===== config.mk =====
export PLATFORM = sky130hd
export DESIGN_NAME = tx_arbiter_seq_recorder_mwmr
export DESIGN_NICKNAME = d
export VERILOG_FILES = /design/src/rtl/tx_arbiter_seq_recorder_mwmr_pkg.sv /design/src/rtl/tx_arbiter_seq_recorder_mwmr_mem.sv /design/src/rtl/tx_arbiter_seq_recorder_mwmr.sv
export SDC_FILE = /design/constraint.sdc
export NUM_CORES = 1
export LEC_CHECK = 0
export CAP_MARGIN = 20
export CORE_MARGIN = 2
export CORE_UTILIZATION = 60
export DETAILED_ROUTE_END_ITERATION = 10
export GPL_ROUTABILITY_DRIVEN = 0
export GPL_TIMING_DRIVEN = 0
export HOLD_SLACK_MARGIN = 0.05
export PLACE_DENSITY = 0.79
export SLEW_MARGIN = 20
export SYNTH_ARGS = -nofsm -noshare
export SYNTH_HDL_FRONTEND = slang
export SYNTH_HIERARCHICAL = 1
export SYNTH_SLANG_ARGS = --single-unit

===== constraint.sdc =====
create_clock -name clk -period 6 [get_ports clk]
set_clock_uncertainty 0.1 [all_clocks]
set_input_delay 0.9 -clock clk [delete_from_list [all_inputs] [get_ports clk]]
set_output_delay 0.9 -clock clk [all_outputs]
set_load 0.1 [all_outputs]

===== src/rtl/tx_arbiter_seq_recorder_mwmr_pkg.sv =====
// Shared source encoding and system defaults for the TX arbiter ordering recorder.
package tx_arbiter_seq_recorder_mwmr_pkg;

  typedef enum logic [2:0] {
    SRC_NONE      = 3'd0,
    SRC_A2P_1     = 3'd1,
    SRC_A2P_2     = 3'd2,
    SRC_MASTER    = 3'd3,
    SRC_RX_ROUTER = 3'd4
  } tx_arbiter_sources_t;

  localparam int SEQ_REC_DATA_WIDTH = $bits(tx_arbiter_sources_t);
  localparam int SEQ_REC_FIFO_DEPTH = 16;
  localparam int SEQ_REC_WR_PORTS   = 4;
  localparam int SEQ_REC_RD_PORTS   = 2;

endpackage


===== src/rtl/tx_arbiter_seq_recorder_mwmr_mem.sv =====
// Register-array storage: WR_PORTS indexed write lanes, RD_PORTS show-ahead read lanes.
module tx_arbiter_seq_recorder_mwmr_mem
  import tx_arbiter_seq_recorder_mwmr_pkg::*;
#(
  parameter int DATA_WIDTH = SEQ_REC_DATA_WIDTH,
  parameter int FIFO_DEPTH = SEQ_REC_FIFO_DEPTH,
  parameter int WR_PORTS   = SEQ_REC_WR_PORTS,
  parameter int RD_PORTS   = SEQ_REC_RD_PORTS,
  parameter int ADDR_WIDTH = $clog2(FIFO_DEPTH),
  parameter int WCNT_W     = $clog2(WR_PORTS + 1)
) (
  input  logic                           clk,
  input  logic                           wr_en,
  input  logic [WCNT_W-1:0]              wr_count,
  input  logic [ADDR_WIDTH-1:0]          wr_ptr,
  input  logic [WR_PORTS*DATA_WIDTH-1:0] wr_data,
  input  logic [ADDR_WIDTH-1:0]          rd_ptr,
  output logic [RD_PORTS*DATA_WIDTH-1:0] rd_data
);

  logic [DATA_WIDTH-1:0] mem_r [FIFO_DEPTH];

  // Lane i lands at wr_ptr+i; the address add wraps naturally at FIFO_DEPTH.
  always_ff @(posedge clk) begin
    if (wr_en) begin
      for (int i = 0; i < WR_PORTS; i++) begin
        if (WCNT_W'(i) < wr_count) begin
          mem_r[wr_ptr + ADDR_WIDTH'(i)] <= wr_data[i*DATA_WIDTH +: DATA_WIDTH];
        end
      end
    end
  end

  // Show-ahead read lanes.
  always_comb begin
    rd_data = '0;
    for (int k = 0; k < RD_PORTS; k++) begin
      rd_data[k*DATA_WIDTH +: DATA_WIDTH] = mem_r[rd_ptr + ADDR_WIDTH'(k)];
    end
  end

endmodule


===== src/rtl/tx_arbiter_seq_recorder_mwmr.sv =====
// Multi-write / multi-read ordering FIFO recording TLP source arrival order for the TX arbiter.
module tx_arbiter_seq_recorder_mwmr
  import tx_arbiter_seq_recorder_mwmr_pkg::*;
#(
  parameter int DATA_WIDTH = SEQ_REC_DATA_WIDTH,
  parameter int FIFO_DEPTH = SEQ_REC_FIFO_DEPTH,
  parameter int WR_PORTS   = SEQ_REC_WR_PORTS,
  parameter int RD_PORTS   = SEQ_REC_RD_PORTS,
  parameter int ADDR_WIDTH = $clog2(FIFO_DEPTH),
  parameter int WCNT_W     = $clog2(WR_PORTS + 1),
  parameter int RCNT_W     = $clog2(RD_PORTS + 1)
) (
  input  logic                           clk,
  input  logic                           rst,
  input  logic                           flush,
  input  logic                           wr_en,
  input  logic [WCNT_W-1:0]              wr_count,
  input  logic [WR_PORTS*DATA_WIDTH-1:0] wr_data,
  input  logic                           rd_en,
  input  logic [RCNT_W-1:0]              rd_count,
  output logic [RD_PORTS*DATA_WIDTH-1:0] rd_data,
  output logic [RD_PORTS-1:0]            rd_valid,
  output logic [ADDR_WIDTH:0]            count,
  output logic [ADDR_WIDTH:0]            available,
  output logic                           empty,
  output logic                           full,
  output logic                           overflow,
  output logic                           underflow
);

  localparam int CNT_W = ADDR_WIDTH + 1;

  logic [ADDR_WIDTH-1:0] wr_ptr_r;
  logic [ADDR_WIDTH-1:0] rd_ptr_r;
  logic [CNT_W-1:0]      count_r;
  logic                  overflow_r;
  logic                  underflow_r;

  logic [CNT_W-1:0] wr_cnt_s;
  logic [CNT_W-1:0] rd_cnt_s;
  logic [CNT_W-1:0] avail_s;
  logic             wr_req_s;
  logic             rd_req_s;
  logic             wr_acc_s;
  logic             rd_acc_s;
  logic             mem_we_s;
  logic [CNT_W-1:0] count_next_s;

  // Acceptance uses start-of-cycle state only, so a same-cycle pop never makes room for a push.
  always_comb begin
    wr_cnt_s = CNT_W'(wr_count);
    rd_cnt_s = CNT_W'(rd_count);
    avail_s  = CNT_W'(FIFO_DEPTH) - count_r;
    wr_req_s = wr_en & (wr_count != '0);
    rd_req_s = rd_en & (rd_count != '0);
    wr_acc_s = wr_req_s & (wr_count <= WCNT_W'(WR_PORTS)) & (wr_cnt_s <= avail_s);
    rd_acc_s = rd_req_s & (rd_count <= RCNT_W'(RD_PORTS)) & (rd_cnt_s <= count_r);
    mem_we_s = wr_acc_s & ~flush & ~rst;
    count_next_s = count_r;
    if (wr_acc_s) begin
      count_next_s = count_next_s + wr_cnt_s;
    end else begin
      count_next_s = count_next_s;
    end
    if (rd_acc_s) begin
      count_next_s = count_next_s - rd_cnt_s;
    end else begin
      count_next_s = count_next_s;
    end
  end

  // Pointer, occupancy and sticky error state; rst outranks flush, which keeps the error flags.
  always_ff @(posedge clk) begin
    if (rst) begin
      wr_ptr_r    <= '0;
      rd_ptr_r    <= '0;
      count_r     <= '0;
      overflow_r  <= 1'b0;
      underflow_r <= 1'b0;
    end else if (flush) begin
      wr_ptr_r <= '0;
      rd_ptr_r <= '0;
      count_r  <= '0;
    end else begin
      if (wr_acc_s) wr_ptr_r <= wr_ptr_r + ADDR_WIDTH'(wr_count);
      if (rd_acc_s) rd_ptr_r <= rd_ptr_r + ADDR_WIDTH'(rd_count);
      count_r <= count_next_s;
      if (wr_req_s && !wr_acc_s) overflow_r  <= 1'b1;
      if (rd_req_s && !rd_acc_s) underflow_r <= 1'b1;
    end
  end

  tx_arbiter_seq_recorder_mwmr_mem #(
    .DATA_WIDTH (DATA_WIDTH),
    .FIFO_DEPTH (FIFO_DEPTH),
    .WR_PORTS   (WR_PORTS),
    .RD_PORTS   (RD_PORTS),
    .ADDR_WIDTH (ADDR_WIDTH),
    .WCNT_W     (WCNT_W)
  ) u_mem (
    .clk      (clk),
    .wr_en    (mem_we_s),
    .wr_count (wr_count),
    .wr_ptr   (wr_ptr_r),
    .wr_data  (wr_data),
    .rd_ptr   (rd_ptr_r),
    .rd_data  (rd_data)
  );

  // Status outputs derive from registered state only.
  always_comb begin
    for (int k = 0; k < RD_PORTS; k++) begin
      rd_valid[k] = (count_r > CNT_W'(k));
    end
    count     = count_r;
    available = avail_s;
    empty     = (count_r == '0);
    full      = (count_r == CNT_W'(FIFO_DEPTH));
    overflow  = overflow_r;
    underflow = underflow_r;
  end

endmodule


==> run metrics <==
maximum clock frequency=210 MHz; GRT Total Usage=36.1%; worst slew margin relative to its limit=34.2%; area of all placed cells without fillers=6720 sq um; number of warnings reported in the yosys synthesis log=6; cells traversed along the worst timing path=clkdlybuf4s50_1, ha_1, a21oi_1, a211oi_2, a21o_4, buf_6, nor2_1, o211ai_1, nor2_1, and2_1, a221oi_1, o31ai_1; Top FF cell, synth=sky130_fd_sc_hd__edfxtp_1; share of the clock period used by the worst path=79.5%; Tmin final=4770 ps; total of flip-flops plus latches after synthesis=63; I/O Pins=44; element type at the critical path start=input pin; largest cells by area after synthesis=sky130_fd_sc_hd__edfxtp_1, sky130_fd_sc_hd__mux4_2, sky130_fd_sc_hd__mux2i_1; RSZ-0062 raised after global routing=false; GR Util met2=56.6%; CP required=5950 ps; count of nets left with antenna violations after detail routing=0; post-detailed-route DRC marker count=0; global routing met1 resource utilization=47.9%; number of buffers on the longest clock path=2; hold crit path type=flip-flop to flip-flop; CTS H-Tree Depth=3; fraction of the core area covered by cells at the end of the flow=69.4%; detail-routed via count per cell=6.90; Chip Height=103 microns; post-route setup TNS=0 ps; library cell used as clock root buffer=sky130_fd_sc_hd__clkbuf_8; wire length of the first global-routing pass=28.6 mm; endpoint type of the worst setup path=flip-flop; kind of cell adding the most delay to the critical path=compound AO/OA/AOI/OAI gates; total nets after synthesis=679; mean cell area of the mapped netlist=9.40 sq um; clock net sink count=63; maximum fanout along the worst path=10; fraction of synthesis flops using an asynchronous set or reset pin=0%; most heavily used metal layer in global routing=met2; area taken by flip-flops and latches=1740 sq um; number of distinct library cells after synthesis=69; sequential fraction of the synthesis area=29.4%; P_leak=2.33 nW; fillers=745; die span in x=103 microns; average wire per cell in the routed design=22.6 microns; Slew Limit Fails=0; area share of the leading cell type in the synthesized netlist=24.3%; via count of the routed design=5657; leading cell type in the layout, fill and taps excluded=sky130_fd_sc_hd__nand2_1; antenna violations before repair=0; Max Cap Violations=0; net count reported at finish=730; ANT cells=0; status=finished, final reports clean; number of clock buffers inserted by TritonCTS=9; number of core rows=36; pin count of the biggest net entering global routing=13; post-cts repair resize count=0; most frequent cells in the layout=sky130_fd_sc_hd__nand2_1, sky130_fd_sc_hd__nor2_1, sky130_fd_sc_hd__edfxtp_1; Hold Buf Count CTS=0; Initial Utilization=61.3%; global route total overflow=0; WP data arrival=4720 ps; Pre-Repair DR Iteration Count=6; cell area reported after detailed placement=6500 sq um; estimated wirelength of the detail-placed design=14.1 mm; count of input and output buffers=40; total power per unit cell area=188 nW/um^2; TritonCTS clock tree=yes; area of the core=9680 sq um; combined area of the multi-input logic cells=3890 sq um; category of the most critical setup path=input pin to flip-flop; total count of hold-check failures in the final report=0; worst vdd rail ir drop=0.103 mV; area overhead of the layout relative to synthesis=13.3%; final setup vio count=0; cell at the slowest stage of the critical path=sky130_fd_sc_hd__clkdlybuf4s50_1; initial DRC count=887; cell mode on critical path=sky130_fd_sc_hd__nor2_1; clock latency on the worst-skew pair=350 ps; Netlist Area Pre-Place=5930 sq um; cells after synthesis=631; EDFF count, synth=48; transition time at the pin with the least slew margin=984 ps; met3 Resource Use GR=10.3%; largest area contributor in the synthesized netlist=sky130_fd_sc_hd__edfxtp_1; number of buffers added for setup after CTS=0; peak per-stage delay on the critical path=670 ps; clock slew seen by the registers of the worst setup and hold paths=70 ps; Crit path buffers/inverters=2; share of post-route cells with drive strength above 1=14.8%; total length of routed wires=18.5 mm; via count of the first global-routing pass=5127; total die area=10700 sq um
-- synth_stat cells, drive strengths merged (2+ instances only) --
| cell | number |
|---|---|
| a32o | 2 |
| nand4b | 5 |
| a31oi | 2 |
| a21oi | 19 |
| mux4 | 27 |
| nand2b | 6 |
| fa | 4 |
| clkbuf | 24 |
| o21ai | 29 |
| and2 | 4 |
| or3 | 2 |
| nor4 | 5 |
| nand2 | 65 |
| a211o | 4 |
| or2 | 6 |
| o31ai | 19 |
| o211ai | 2 |
| buf | 16 |
| nand4 | 5 |
| nor3b | 5 |
| a21o | 16 |
| nand3 | 18 |
| dfxtp | 15 |
| mux2 | 17 |
| or4 | 2 |
| inv | 27 |
| nor2 | 61 |
| nor3 | 40 |
| nor2b | 8 |
| a211oi | 18 |
| xor2 | 8 |
| xnor2 | 8 |
| nand3b | 2 |
| a221oi | 18 |
| o22ai | 4 |
| ha | 22 |
| a22o | 5 |
| mux2i | 32 |
| o21a | 2 |
| edfxtp | 48 |
-- tightest hold or removal path: stages, from the launching register on --
cell and delay, ps:
sky130_fd_sc_hd__dfxtp_1 330, sky130_fd_sc_hd__a21oi_1 50, sky130_fd_sc_hd__nor2_1 70
-- area by class of cell --
class                      instances  share of cell area [%]
clock inverter                     7                    1.45
inverter                          28                    1.56
timing repair buffer              40                    5.96
clock buffer                       9                    1.84
tap                              133                    2.48
buffer                            40                    2.85
sequential                        63                    25.9
multi-input combinational        500                    57.9
-- worst paths after layout --
kind	start	end	slack [ps]	depth (start not counted)
worst min register to register	underflow$_SDFFE_PP0P_	underflow$_SDFFE_PP0P_	380	2
worst max-delay path	wr_count[2]	u_mem/mem_r[8][2]$_DFFE_PP_	1230	12
worst min-delay path	underflow$_SDFFE_PP0P_	underflow$_SDFFE_PP0P_	380	2
worst max register to register	count[1]$_SDFF_PP0_	u_mem/mem_r[8][2]$_DFFE_PP_	1250	14
-- kinds of logic after synthesis --
family | synth area share, %
and+or+nand+nor | 20.6
AOI/OAI and AO/OA | 17.1
muxes | 19.1
buffers and inverters | 5.00
DFF | 29.4
adders and majority gates | 5.99
xor gates and xnor gates | 2.87
-- per-stage QoR --
stage / hold slack [ps] / power [mW] / instances / worst slack [ps]
floorplan: 391 / 0.759 / 631 / 844
global placement: 354 / 0.845 / 804 / 1060
detailed placement: 358 / 0.856 / 804 / 988
CTS: 380 / 1.26 / 820 / 1370
global route: 412 / 1.31 / 820 / 994
finish: 382 / 1.26 / 820 / 1230
-- where the power goes --
part / leakage [nW] / internal, mW / switching [mW] / total, mW
Sequential: 0.554 / 0.475 / 0.00957 / 0.485
Combinational: 1.67 / 0.116 / 0.253 / 0.369
Clock: 0.105 / 0.234 / 0.175 / 0.410
-- routing by layer --
metal,vias up,share of wire [%]
li1,2501,-
met1,2637,39
met2,428,46
met3,91,12
met4,0,3.8
met5,-,0
-- flip-flops by register name, summed over array words and instances (netlist names) --
register	cells
count	5
overflow	1
rd_ptr_r	4
u_mem/mem_r	48
underflow	1
wr_ptr_r	4
Power figures use the tool's default switching activity.
